## src/rtl/spi_sub.sv

```systemverilog
// spi_sub: SPI subordinate (CPOL=1, CPHA=1) decoding RW/address/data frames
// into single-cycle register read/write strobes, oversampled in the clk domain.
// Optional build macro SPI_SUB_AUTOINC_EN: keeps streaming data words at
// auto-incremented addresses while cs_n stays low.
module spi_sub #(
  parameter int ADDR_WIDTH  = 6,
  parameter int DATA_WIDTH  = 8,
  parameter int SYNC_STAGES = 2
) (
  input  logic                  clk,
  input  logic                  rst_n,
  input  logic                  sclk,
  input  logic                  cs_n,
  input  logic                  mosi,
  output logic                  miso,
  output logic                  miso_oe,
  output logic                  wr_en,
  output logic [ADDR_WIDTH-1:0] wr_addr,
  output logic [DATA_WIDTH-1:0] wr_data,
  output logic                  rd_en,
  output logic [ADDR_WIDTH-1:0] rd_addr,
  input  logic [DATA_WIDTH-1:0] rd_data,
  output logic                  busy,
  output logic                  frame_err
);

  localparam int MAX_W = (ADDR_WIDTH > DATA_WIDTH) ? ADDR_WIDTH : DATA_WIDTH;
  localparam int CNT_W = $clog2(MAX_W);

  typedef enum logic [2:0] {
    S_IDLE,
    S_RW,
    S_ADDR,
    S_DATA,
    S_DONE
  } state_t;

  logic [SYNC_STAGES-1:0] sclkSync_q;
  logic [SYNC_STAGES-1:0] csSync_q;
  logic [SYNC_STAGES-1:0] mosiSync_q;
  logic [SYNC_STAGES-1:0] syncValid_q;
  logic                   sclkPrev_q;
  logic                   csPrev_q;
  logic                   armed_q;

  state_t                 state_q;
  logic [CNT_W-1:0]       bitCnt_q;
  logic                   rw_q;
  logic [ADDR_WIDTH-1:0]  addr_q;
  logic [DATA_WIDTH-2:0]  rxShift_q;
  logic [DATA_WIDTH-1:0]  txShift_q;
  logic                   loadTx_q;
  logic                   miso_q;
  logic                   misoOe_q;
  logic                   wrEn_q;
  logic [ADDR_WIDTH-1:0]  wrAddr_q;
  logic [DATA_WIDTH-1:0]  wrData_q;
  logic                   rdEn_q;
  logic [ADDR_WIDTH-1:0]  rdAddr_q;
  logic                   busy_q;
  logic                   frameErr_q;
`ifdef SPI_SUB_AUTOINC_EN
  logic                   wordDone_q;
`endif

  logic                   sclkS;
  logic                   csS;
  logic                   mosiS;
  logic                   sclkRise;
  logic                   sclkFall;
  logic                   csRise;
  logic                   csFall;
  logic                   atBoundary;
  logic                   abortNow;
  logic [ADDR_WIDTH-1:0]  nextAddr_d;
  logic [DATA_WIDTH-1:0]  rxWord_d;

  assign sclkS = sclkSync_q[SYNC_STAGES-1];
  assign csS   = csSync_q[SYNC_STAGES-1];
  assign mosiS = mosiSync_q[SYNC_STAGES-1];

  // sclk edges only count while selected; a cs_n rise (csS=1) masks any coincident sclk edge
  assign sclkRise = sclkS & ~sclkPrev_q & ~csS;
  assign sclkFall = ~sclkS & sclkPrev_q & ~csS;
  assign csRise   = csS & ~csPrev_q;
  assign csFall   = ~csS & csPrev_q;

  assign nextAddr_d = {addr_q[ADDR_WIDTH-2:0], mosiS};
  assign rxWord_d   = {rxShift_q, mosiS};

`ifdef SPI_SUB_AUTOINC_EN
  assign atBoundary = wordDone_q && (bitCnt_q == CNT_W'(DATA_WIDTH - 1));
`else
  assign atBoundary = 1'b0;
`endif

  assign abortNow = csRise && ((state_q == S_RW) || (state_q == S_ADDR) ||
                               ((state_q == S_DATA) && !atBoundary));

  // Input synchronizers; syncValid_q marks when the chains hold real pin samples after reset
  always_ff @(posedge clk or negedge rst_n) begin
    if (!rst_n) begin
      sclkSync_q  <= '1;
      csSync_q    <= '1;
      mosiSync_q  <= '0;
      syncValid_q <= '0;
    end else begin
      sclkSync_q  <= {sclkSync_q[SYNC_STAGES-2:0], sclk};
      csSync_q    <= {csSync_q[SYNC_STAGES-2:0], cs_n};
      mosiSync_q  <= {mosiSync_q[SYNC_STAGES-2:0], mosi};
      syncValid_q <= {syncValid_q[SYNC_STAGES-2:0], 1'b1};
    end
  end

  // Edge-detect history, plus arming so a frame cut by reset is ignored until cs_n is seen high
  always_ff @(posedge clk or negedge rst_n) begin
    if (!rst_n) begin
      sclkPrev_q <= 1'b1;
      csPrev_q   <= 1'b1;
      armed_q    <= 1'b0;
    end else begin
      sclkPrev_q <= sclkS;
      csPrev_q   <= csS;
      if (syncValid_q[SYNC_STAGES-1] && csS) begin
        armed_q <= 1'b1;
      end
    end
  end

  // Frame state machine with registered strobes, shift registers and pad outputs
  always_ff @(posedge clk or negedge rst_n) begin
    if (!rst_n) begin
      state_q    <= S_IDLE;
      bitCnt_q   <= '0;
      rw_q       <= 1'b0;
      addr_q     <= '0;
      rxShift_q  <= '0;
      txShift_q  <= '0;
      loadTx_q   <= 1'b0;
      miso_q     <= 1'b0;
      misoOe_q   <= 1'b0;
      wrEn_q     <= 1'b0;
      wrAddr_q   <= '0;
      wrData_q   <= '0;
      rdEn_q     <= 1'b0;
      rdAddr_q   <= '0;
      busy_q     <= 1'b0;
      frameErr_q <= 1'b0;
`ifdef SPI_SUB_AUTOINC_EN
      wordDone_q <= 1'b0;
`endif
    end else begin
      wrEn_q     <= 1'b0;
      rdEn_q     <= 1'b0;
      frameErr_q <= 1'b0;
      misoOe_q   <= ~csS;
      loadTx_q   <= rdEn_q;
      if (loadTx_q) begin
        txShift_q <= rd_data;
      end

      if (abortNow) begin
        state_q    <= S_IDLE;
        busy_q     <= 1'b0;
        frameErr_q <= 1'b1;
        miso_q     <= 1'b0;
      end else begin
        case (state_q)
          S_IDLE: begin
            miso_q <= 1'b0;
            if (csFall && armed_q) begin
              state_q  <= S_RW;
              bitCnt_q <= CNT_W'(ADDR_WIDTH - 1);
              busy_q   <= 1'b1;
              rw_q     <= 1'b0;
`ifdef SPI_SUB_AUTOINC_EN
              wordDone_q <= 1'b0;
`endif
            end
          end

          S_RW: begin
            if (sclkRise) begin
              rw_q    <= mosiS;
              state_q <= S_ADDR;
            end
          end

          S_ADDR: begin
            if (sclkRise) begin
              addr_q <= nextAddr_d;
              if (bitCnt_q == '0) begin
                bitCnt_q <= CNT_W'(DATA_WIDTH - 1);
                state_q  <= S_DATA;
                if (!rw_q) begin
                  rdEn_q   <= 1'b1;
                  rdAddr_q <= nextAddr_d;
                end
              end else begin
                bitCnt_q <= bitCnt_q - CNT_W'(1);
              end
            end
          end

          S_DATA: begin
            if (csRise) begin
              state_q <= S_IDLE;
              busy_q  <= 1'b0;
              miso_q  <= 1'b0;
            end else begin
              if (sclkFall && !rw_q) begin
                miso_q    <= txShift_q[DATA_WIDTH-1];
                txShift_q <= txShift_q << 1;
              end
              if (sclkRise) begin
                rxShift_q <= rxWord_d[DATA_WIDTH-2:0];
`ifdef SPI_SUB_AUTOINC_EN
                wordDone_q <= 1'b0;
`endif
                if (bitCnt_q == '0) begin
                  if (rw_q) begin
                    wrEn_q   <= 1'b1;
                    wrAddr_q <= addr_q;
                    wrData_q <= rxWord_d;
                  end
`ifdef SPI_SUB_AUTOINC_EN
                  bitCnt_q   <= CNT_W'(DATA_WIDTH - 1);
                  addr_q     <= addr_q + ADDR_WIDTH'(1);
                  wordDone_q <= 1'b1;
                  if (!rw_q) begin
                    rdEn_q   <= 1'b1;
                    rdAddr_q <= addr_q + ADDR_WIDTH'(1);
                  end
`else
                  state_q <= S_DONE;
                  miso_q  <= 1'b0;
`endif
                end else begin
                  bitCnt_q <= bitCnt_q - CNT_W'(1);
                end
              end
            end
          end

          S_DONE: begin
            miso_q <= 1'b0;
            if (csRise) begin
              state_q <= S_IDLE;
              busy_q  <= 1'b0;
            end
          end

          default: begin
            state_q <= S_IDLE;
            busy_q  <= 1'b0;
            miso_q  <= 1'b0;
          end
        endcase
      end
    end
  end

  assign miso      = miso_q;
  assign miso_oe   = misoOe_q;
  assign wr_en     = wrEn_q;
  assign wr_addr   = wrAddr_q;
  assign wr_data   = wrData_q;
  assign rd_en     = rdEn_q;
  assign rd_addr   = rdAddr_q;
  assign busy      = busy_q;
  assign frame_err = frameErr_q;

endmodule
```

## config.mk

```make
export PLATFORM = sky130hd
export DESIGN_NAME = spi_sub
export DESIGN_NICKNAME = d
export VERILOG_FILES = /design/src/rtl/spi_sub.sv
export SDC_FILE = /design/constraint.sdc
export NUM_CORES = 1
export LEC_CHECK = 0
export ABC_CLOCK_PERIOD_IN_PS = 2100
export BUFFER_PORTS_ARGS = -buffer_cell sky130_fd_sc_hd__buf_2
export CAP_MARGIN = 20
export CORE_MARGIN = 3
export CORE_UTILIZATION = 50
export DETAILED_ROUTE_END_ITERATION = 8
export PLACE_DENSITY = 0.75
export SYNTH_ARGS = -nofsm -noshare
export SYNTH_HDL_FRONTEND = slang
export SYNTH_SLANG_ARGS = --single-unit
```

## constraint.sdc

```tcl
create_clock -name clk -period 2.1 [get_ports clk]
set_input_delay 0.105 -clock clk [delete_from_list [all_inputs] [get_ports clk]]
set_output_delay 0.105 -clock clk [all_outputs]
set_load 0.01 [all_outputs]
```

* Word-level counts from Yosys, hierarchy flattened
Cells that the tools add are included.
Word-level totals: input port bits 13, output and inout bits 26, logic and storage cells 124, register bits after elaboration 66
Cells by class: $add $sub $neg 1, eq/ne operators 19, bitwise gates (word level) 13, reduce and logical (&&, ||, !) cells 21, mux-type cells 47
Operator list (count):
- $mux W3 | 15
- $mux W8 | 5
- $mux W1 | 22
- $pmux W3 S5 | 1
- $reduce_and A7 Y1 | 2
- $ne A2 B2 Y1 const B | 6
- $ne A3 B3 Y1 const B | 4
- $pmux W3 S3 | 1
- $reduce_and A4 Y1 | 2
- $not A1 Y1 | 7
- $and A1 B1 Y1 | 6
- $eq A3 B2 Y1 const B | 2
- $logic_not A3 Y1 | 2
- $reduce_and A3 Y1 | 2
- $reduce_and A6 Y1 | 1
- $reduce_and A5 Y1 | 1
- $logic_and A1 B1 Y1 | 4
- $ne A4 B3 Y1 const B | 1
- $ne A4 B4 Y1 const B | 1
- $pmux W1 S2 | 2
- $reduce_or A2 Y1 | 2
- $eq A3 B1 Y1 const B | 1
- $eq A3 B3 Y1 const B | 1
- $ne A3 B1 Y1 const B | 1
- 8 further kinds | 9

* Logic depth before layout (Yosys ltp)
Gate-level depths: netlist of the first run.
word-level depth 10, depth in mapped cells 7, mapped depth without buffers 6

* Worst setup path after synthesis of the first run
OpenSTA, ideal clock, no wires.
path type register -> register, start point register sclkSync_q[1], end point register rdAddr_q[0] (netlist: rd_addr[0]), buffers on the path 2, slack -199 ps, setup time 125 ps, period minus slack after synthesis 2299 ps, arrival time 2174 ps, cell stages (with the launch flop) 7, data required time 1975 ps, cells stage by stage dfstp_2 -> or3b_4 -> or3_1 -> buf_6 -> or3_4 -> buf_6 -> mux2_4
On the way: cells in the longest elaborated chain, start to end 3
Ends and longest elaborated chain:
- start: declaration | line 38 | logic [SYNC_STAGES-1:0] sclkSync_q;
- start signal: assignment | line 108 | sclkSync_q <= {sclkSync_q[SYNC_STAGES-2:0], sclk};
- $and A1 B1 Y1 (2 in series) | line 83 | assign sclkRise = sclkS & ~sclkPrev_q & ~csS;
- $reduce_and A5 Y1 (no source line)
- end signal: assignment | line 197 | rdAddr_q <= nextAddr_d;
- end: declaration | line 59 | logic [ADDR_WIDTH-1:0] rdAddr_q;
No other way between the ends. A chain may end at the register's enable or synchronous reset.

* Worst setup path in the final report of the first run
start point register sclkSync_q[1], end point register rdAddr_q[5] (netlist: rd_addr[5])
Same word-level chain as after synthesis.

==> flow_summary.yaml, run 1 <==
placed_design:
  globalplace.congestion: 0.8631
  dp_cells: 321
  place_ws_ps: 1.751
  dp_hpwl_um: 3219
  io_buffers: 38
synth:
  synth_nets: 225
  synthFlopType: "dfrtp_1"
  yosysTopAreaCellShare: 0.5489
  synth_cells: 210
  async_reset_ff_frac: 1.000
  synth_cell_types: 43
  syn-mean-instance-area_um2: 13.02
  synth_area_mm2: 0.002735
  synth_edf_count: 0
  ys_warn_count: 0
  synth.ff_latch_count: 66
  synth_area_leaders: "dfrtp_1 (55%), mux2_2 (11%), dfstp_2 (5.8%), mux2_4 (3.3%), mux2i_1 (2.9%)"
  ys_seq_area_frac: 0.6066
  yosysTopAreaCell: "dfrtp_1"
global_routing:
  gr-total-overflow: 0
  grt_max_degree: 42
  grt_pass1_vias: 1722
  grt_usage: 0.1706
  grt_pass1_wl_um: 8224
  antenna_found_initial: 0
min_path:
  worstHoldStart: "rd_data[0]"
  holdPathEnd: "txShift_q[0]"
  whs_path_depth: 3
  hold_class: "input port to register"
critical_path:
  rrSetupSlack_ps: 40
  cp_max_fo: 7
  critPathKind: "register to register"
  required_ps: 2330
  path_delay_family: "simple AND/OR/NAND/NOR gates"
  start_kind: "register"
  slowest_stage: "dfstp_2"
  arrival_ps: 2290
  cp-end-kind: "register"
  cp_num_buf_inv: 0
  ff2ff_path_depth: 4
  r2r-end: "rd_addr[5]"
  path_cells: "or3b_4 > or3_4 > or3_4 > mux2_4"
  slowest_delay_ps: 520
  r2r_start: "sclkSync_q[1]"
  cp_common_cell: "or3_4"
clock_network:
  cts_sinks: 66
  post-cts-setup-buffers: 0
  cts-root-buf: "clkbuf_8"
  clk_pin_slew_ps: 70
  cts_max_path_buffers: 2
  cts_htree_levels: 3
  cts_tree: "built"
  clock_latency_ps: 350
  cts_made_buffers: 9
sta:
  worst_pin_slew_ps: 606.7
  setup_tns_ps: 0
  rsz0062_at_grt: "false"
  setup_viol: 0
  max_slew_margin: 0.5956
  final-hold-violation-count: 0
  skew_ps: 13.80
  fmax_mhz: 485.5
  worst_slack_ps: 40.24
  slew_viol_final: 0
  whs_ps: 65.35
  period_share: 0.9808
  finalCriticalPeriod_ps: 2060
detailed_routing:
  dr.pass1.iters: 4
  avgRoutedWirePerCell_um: 14.09
  wl_um: 4806
  antenna_left: 0
  vias: 1724
  via_per_inst: 5.056
  drt_iter0_drc: 92
  drc: 0
floorplanning:
  num_rows: 26
  start_util: 0.5255
  fp.coreArea_mm2: 0.005205
  die_area_mm2: 0.006394
  die-width_um: 79.96
  ios: 39
  dieHeight_um: 79.96
run:
  maxCapViolCount: 0
layout:
  final_nets: 281
  fin_cells: 341
  finish.utilization: 0.6442
  drive_gt1_frac: 0.4059
  area.growth.synth_to_final_pct: 22.60
  antennaDiodeCount: 0
power:
  leakage_nw: 1.670
  peakVddDrop_uv: 687.4
  power.density_mw_per_mm2: 880.7
run_status:
  status: "finished, final reports clean"
registers in the layout, indices dropped and copies added, names as in the netlist, 2 cells and up:
register and count:
wr_addr 6, rxShift_q 7, txShift_q 8, wr_data 8, sclkSync_q 2, csSync_q 2
bitCnt_q 3, mosiSync_q 2, rd_addr 6, syncValid_q 2, state_q 3, addr_q 6
layout make-up:
type	count	area [µm²]
fill	431	1852
sequential	66	1659
multi-input combinational	121	972.2
clock inverter	6	113.9
clock buffer	10	127.6
inverter	12	45.04
tap	70	87.58
timing repair buffer	56	347.8
cell usage in the layout (no fill, tap or decap), drive strengths merged, types with 2 or more instances in the layout:
cell type     n
clkinvlp      2
clkbuf       10
bufinv        3
nand3         4
inv          13
o211ai        3
nand4         3
nor3          3
mux2i         8
a21o          2
nand2b        3
dfstp         6
dlygate4sd3   4
ha            2
buf          52
nor2         11
a21oi        11
nand2         5
a31oi         2
mux2         33
or3           2
nor2b         3
o21ai         5
a211oi        3
nor3b         2
dfrtp        60
repair_timing:
item / 4_1_cts / 5_1_grt
gates resized for setup: 0 / 1
pin swaps: 1 / 0
setup endpoints to repair: 2 / 1
hold buffers: 4 / 0
endpoints found under the hold margin: 27 / 0
worst reg2reg max path: cells and delay by family, from the launching register on:
kind | cells | cell delay [ps]
AND/OR/NAND/NOR | 3 | 1120
multiplexers | 1 | 320
flip-flops | 1 | 520
logic make-up after synthesis:
| family | Yosys count | synth area share |
|---|---|---|
| DFF | 66 | 0.6066 |
| AOI/OAI and AO/OA | 30 | 0.06816 |
| adders and majority gates | 3 | 0.01281 |
| and+or+nand+nor | 45 | 0.09287 |
| muxes | 41 | 0.1734 |
| buffers and inverters | 23 | 0.04163 |
| other | 1 | 0.001371 |
| xor gates and xnor gates | 1 | 0.003203 |
cell usage after synthesis (2+ instances only):
cell / number
dfrtp_1: 60
mux2_2: 27
inv_1: 12
a21oi_1: 11
nor2_1: 11
mux2i_1: 8
clkbuf_1: 6
dfstp_2: 6
mux2_4: 6
nand2_1: 5
o21ai_0: 5
nand3_1: 4
a211oi_1: 3
buf_6: 3
nand2b_1: 3
nand4_1: 3
nor2b_1: 3
nor3_1: 3
o211ai_1: 3
a21o_1: 2
a31oi_1: 2
ha_1: 2
nor3b_1: 2
metal layers:
layer | up-vias | global-route usage | wire length, µm | part of all wire
met5 | - | 0 | 0 | 0
met4 | 0 | 0.07095 | 70 | 0.015
met3 | 8 | 0.05869 | 262 | 0.055
met2 | 38 | 0.2525 | 2175 | 0.45
met1 | 827 | 0.2284 | 2298 | 0.48
li1 | 851 | - | - | -
power by group:
| group | leakage, nW | switching (W) | internal, W |
|---|---|---|---|
| Sequential | 0.833 | 0.0000479 | 0.00134 |
| Clock | 0.113 | 0.000488 | 0.000793 |
| Combinational | 0.723 | 0.000160 | 0.000124 |
| Total | 1.67 | 0.000696 | 0.00226 |
stage by stage:
stage / area [µm²] / total power, W
5_1_grt: 3353 / 0.003103
6_report: 3353 / 0.002953
3_5_place_dp: 3067 / 0.001690
4_1_cts: 3348 / 0.002991
2_1_floorplan: 2740 / 0.001578
3_3_place_gp: 3067 / 0.001680
how the worst max path moves through the flow:
stage                        startpoint          to  cells past startpoint
after floorplan           sclkSync_q[1]  rd_addr[0]                      6
after global placement    sclkSync_q[1]  rd_addr[5]                      4
after detailed placement  sclkSync_q[1]  rd_addr[0]                      4
after CTS                 sclkSync_q[1]  rd_addr[5]                      4
after global routing      sclkSync_q[1]  rd_addr[4]                      4
final                     sclkSync_q[1]  rd_addr[5]                      4
Power figures use the tool's default switching activity.
==> run 2, diff against run 1 <==
Settings changed: CORE_UTILIZATION 50 to 51, PLACE_DENSITY 0.75 to 0.78.
==> run 2 against run 1 <==
Final cell count unchanged. Via count grew 1.9%. Worst setup slack worse by 23 ps.
==> flow_summary.yaml, run 2 (same netlist as run 1, synthesis figures left out) <==
run_status:
  status: "finished, final reports clean"
floorplanning:
  die-width_um: 79.23
  num_rows: 26
  dieHeight_um: 79.23
  start_util: 0.5321
  die_area_mm2: 0.006277
  ios: 39
  fp.coreArea_mm2: 0.005140
layout:
  final_nets: 281
  final_common_cell: "dfrtp_1"
  antennaDiodeCount: 0
  drive_gt1_frac: 0.4022
  final_cell_mix: "dfrtp_1 (60), buf_2 (38), mux2_2 (27)"
  area.growth.synth_to_final_pct: 20.59
  fillCellCount: 413
  fin_cells: 341
  fin_area_mm2: 0.003298
placed_design:
  dp_hpwl_um: 3350
  dp_cells: 321
  globalplace.congestion: 0.7906
  io_buffers: 38
  place_area_mm2: 0.003067
clock_network:
  cts_sinks: 66
  cts_htree_levels: 3
  cts_made_buffers: 9
  cts-root-buf: "clkbuf_8"
  clock_latency_ps: 350
  cts_tree: "built"
  clk_pin_slew_ps: 70
  cts_max_path_buffers: 2
min_path:
  hold_class: "input port to register"
  worstHoldStart: "rd_data[5]"
detailed_routing:
  vias: 1756
  antenna_left: 0
  avgRoutedWirePerCell_um: 13.94
  via_per_inst: 5.150
  dr.pass1.iters: 4
  drt_iter0_drc: 59
  wl_um: 4754
  drc: 0
critical_path:
  required_ps: 2330
  cp_max_fo: 7
  arrival_ps: 2310
  critPathKind: "register to register"
  r2r_start: "sclkSync_q[1]"
  cp-end-kind: "register"
  start_kind: "register"
  startpoint: "sclkSync_q[1]"
sta:
  setup_tns_ps: 0
  rsz0062_at_grt: "true"
  skew_ps: 7.008
  fmax_mhz: 480.2
  worst_pin_slew_ps: 611.9
  max_slew_margin: 0.5920
  whs_ps: 68.98
  final-hold-violation-count: 0
  slew_viol_final: 0
  finalCriticalPeriod_ps: 2083
  period_share: 0.9917
  setup_viol: 0
global_routing:
  grt_usage: 0.1733
  antenna_found_initial: 0
  gr-total-overflow: 0
  grt_pass1_wl_um: 8252
  grt_max_degree: 40
  grt_pass1_vias: 1806
power:
  peakVddDrop_uv: 458.2
  power.density_mw_per_mm2: 813.4
  total_power_w: 0.002683
  leakage_nw: 1.646
run:
  maxCapViolCount: 0
[run 2: what timing repair did]
action / in CTS / in global routing
pin swaps: 1 / 0
buffers inserted: 0 / 0
hold endpoints to repair: 24 / 0
endpoints found under the setup margin: 6 / 6
hold buffers: 4 / 0
resized for setup: 0 / 1
[run 2: routing by layer]
metal,track usage,wire (µm)
met1,0.2174,2234
met3,0.06122,232
met2,0.2609,2178
met4,0.09622,108
met5,0,0
[run 2: through the flow]
stage | util | worst slack [ps]
global route | 0.6417 | -33.24
finish | 0.6417 | 17.42
floorplan | - | -198.2
CTS | 0.6407 | 20.62
detailed placement | 0.5966 | -3.373
global placement | 0.5966 | 23.23
[run 2: layout make-up]
cell class | count | area [µm²] | share of cell area
flip-flops and latches | 66 | 1659 | 0.5030
multi-input cells | 121 | 972.2 | 0.2948
repair buffers | 56 | 347.8 | 0.1055
clock buffers | 11 | 131.4 | 0.03983
well taps | 70 | 87.58 | 0.02656
clock inverters | 5 | 55.05 | 0.01669
inverters | 12 | 45.04 | 0.01366
[run 2: critical path, cell delays in order (launching register included)]
cell	delay [ps]
dfstp_2	530
or3b_4	370
or3_4	330
or3_4	410
mux2_4	320
[run 2: final timing paths]
path	to	slack, ps	cells past startpoint
setup / recovery	rd_addr[0]	20	4
hold / removal	txShift_q[5]	70	3
setup reg to reg	rd_addr[0]	20	4
hold reg to reg	mosiSync_q[1]	350	0
max in group asynchronous	miso	1180	3
min in group asynchronous	wr_data[4]	310	2
[run 2: where the power goes]
part           internal, W  total (W)  switching, W
Clock             0.000544    0.00101      0.000464
Sequential         0.00134    0.00139     0.0000504
Combinational     0.000123   0.000283      0.000160
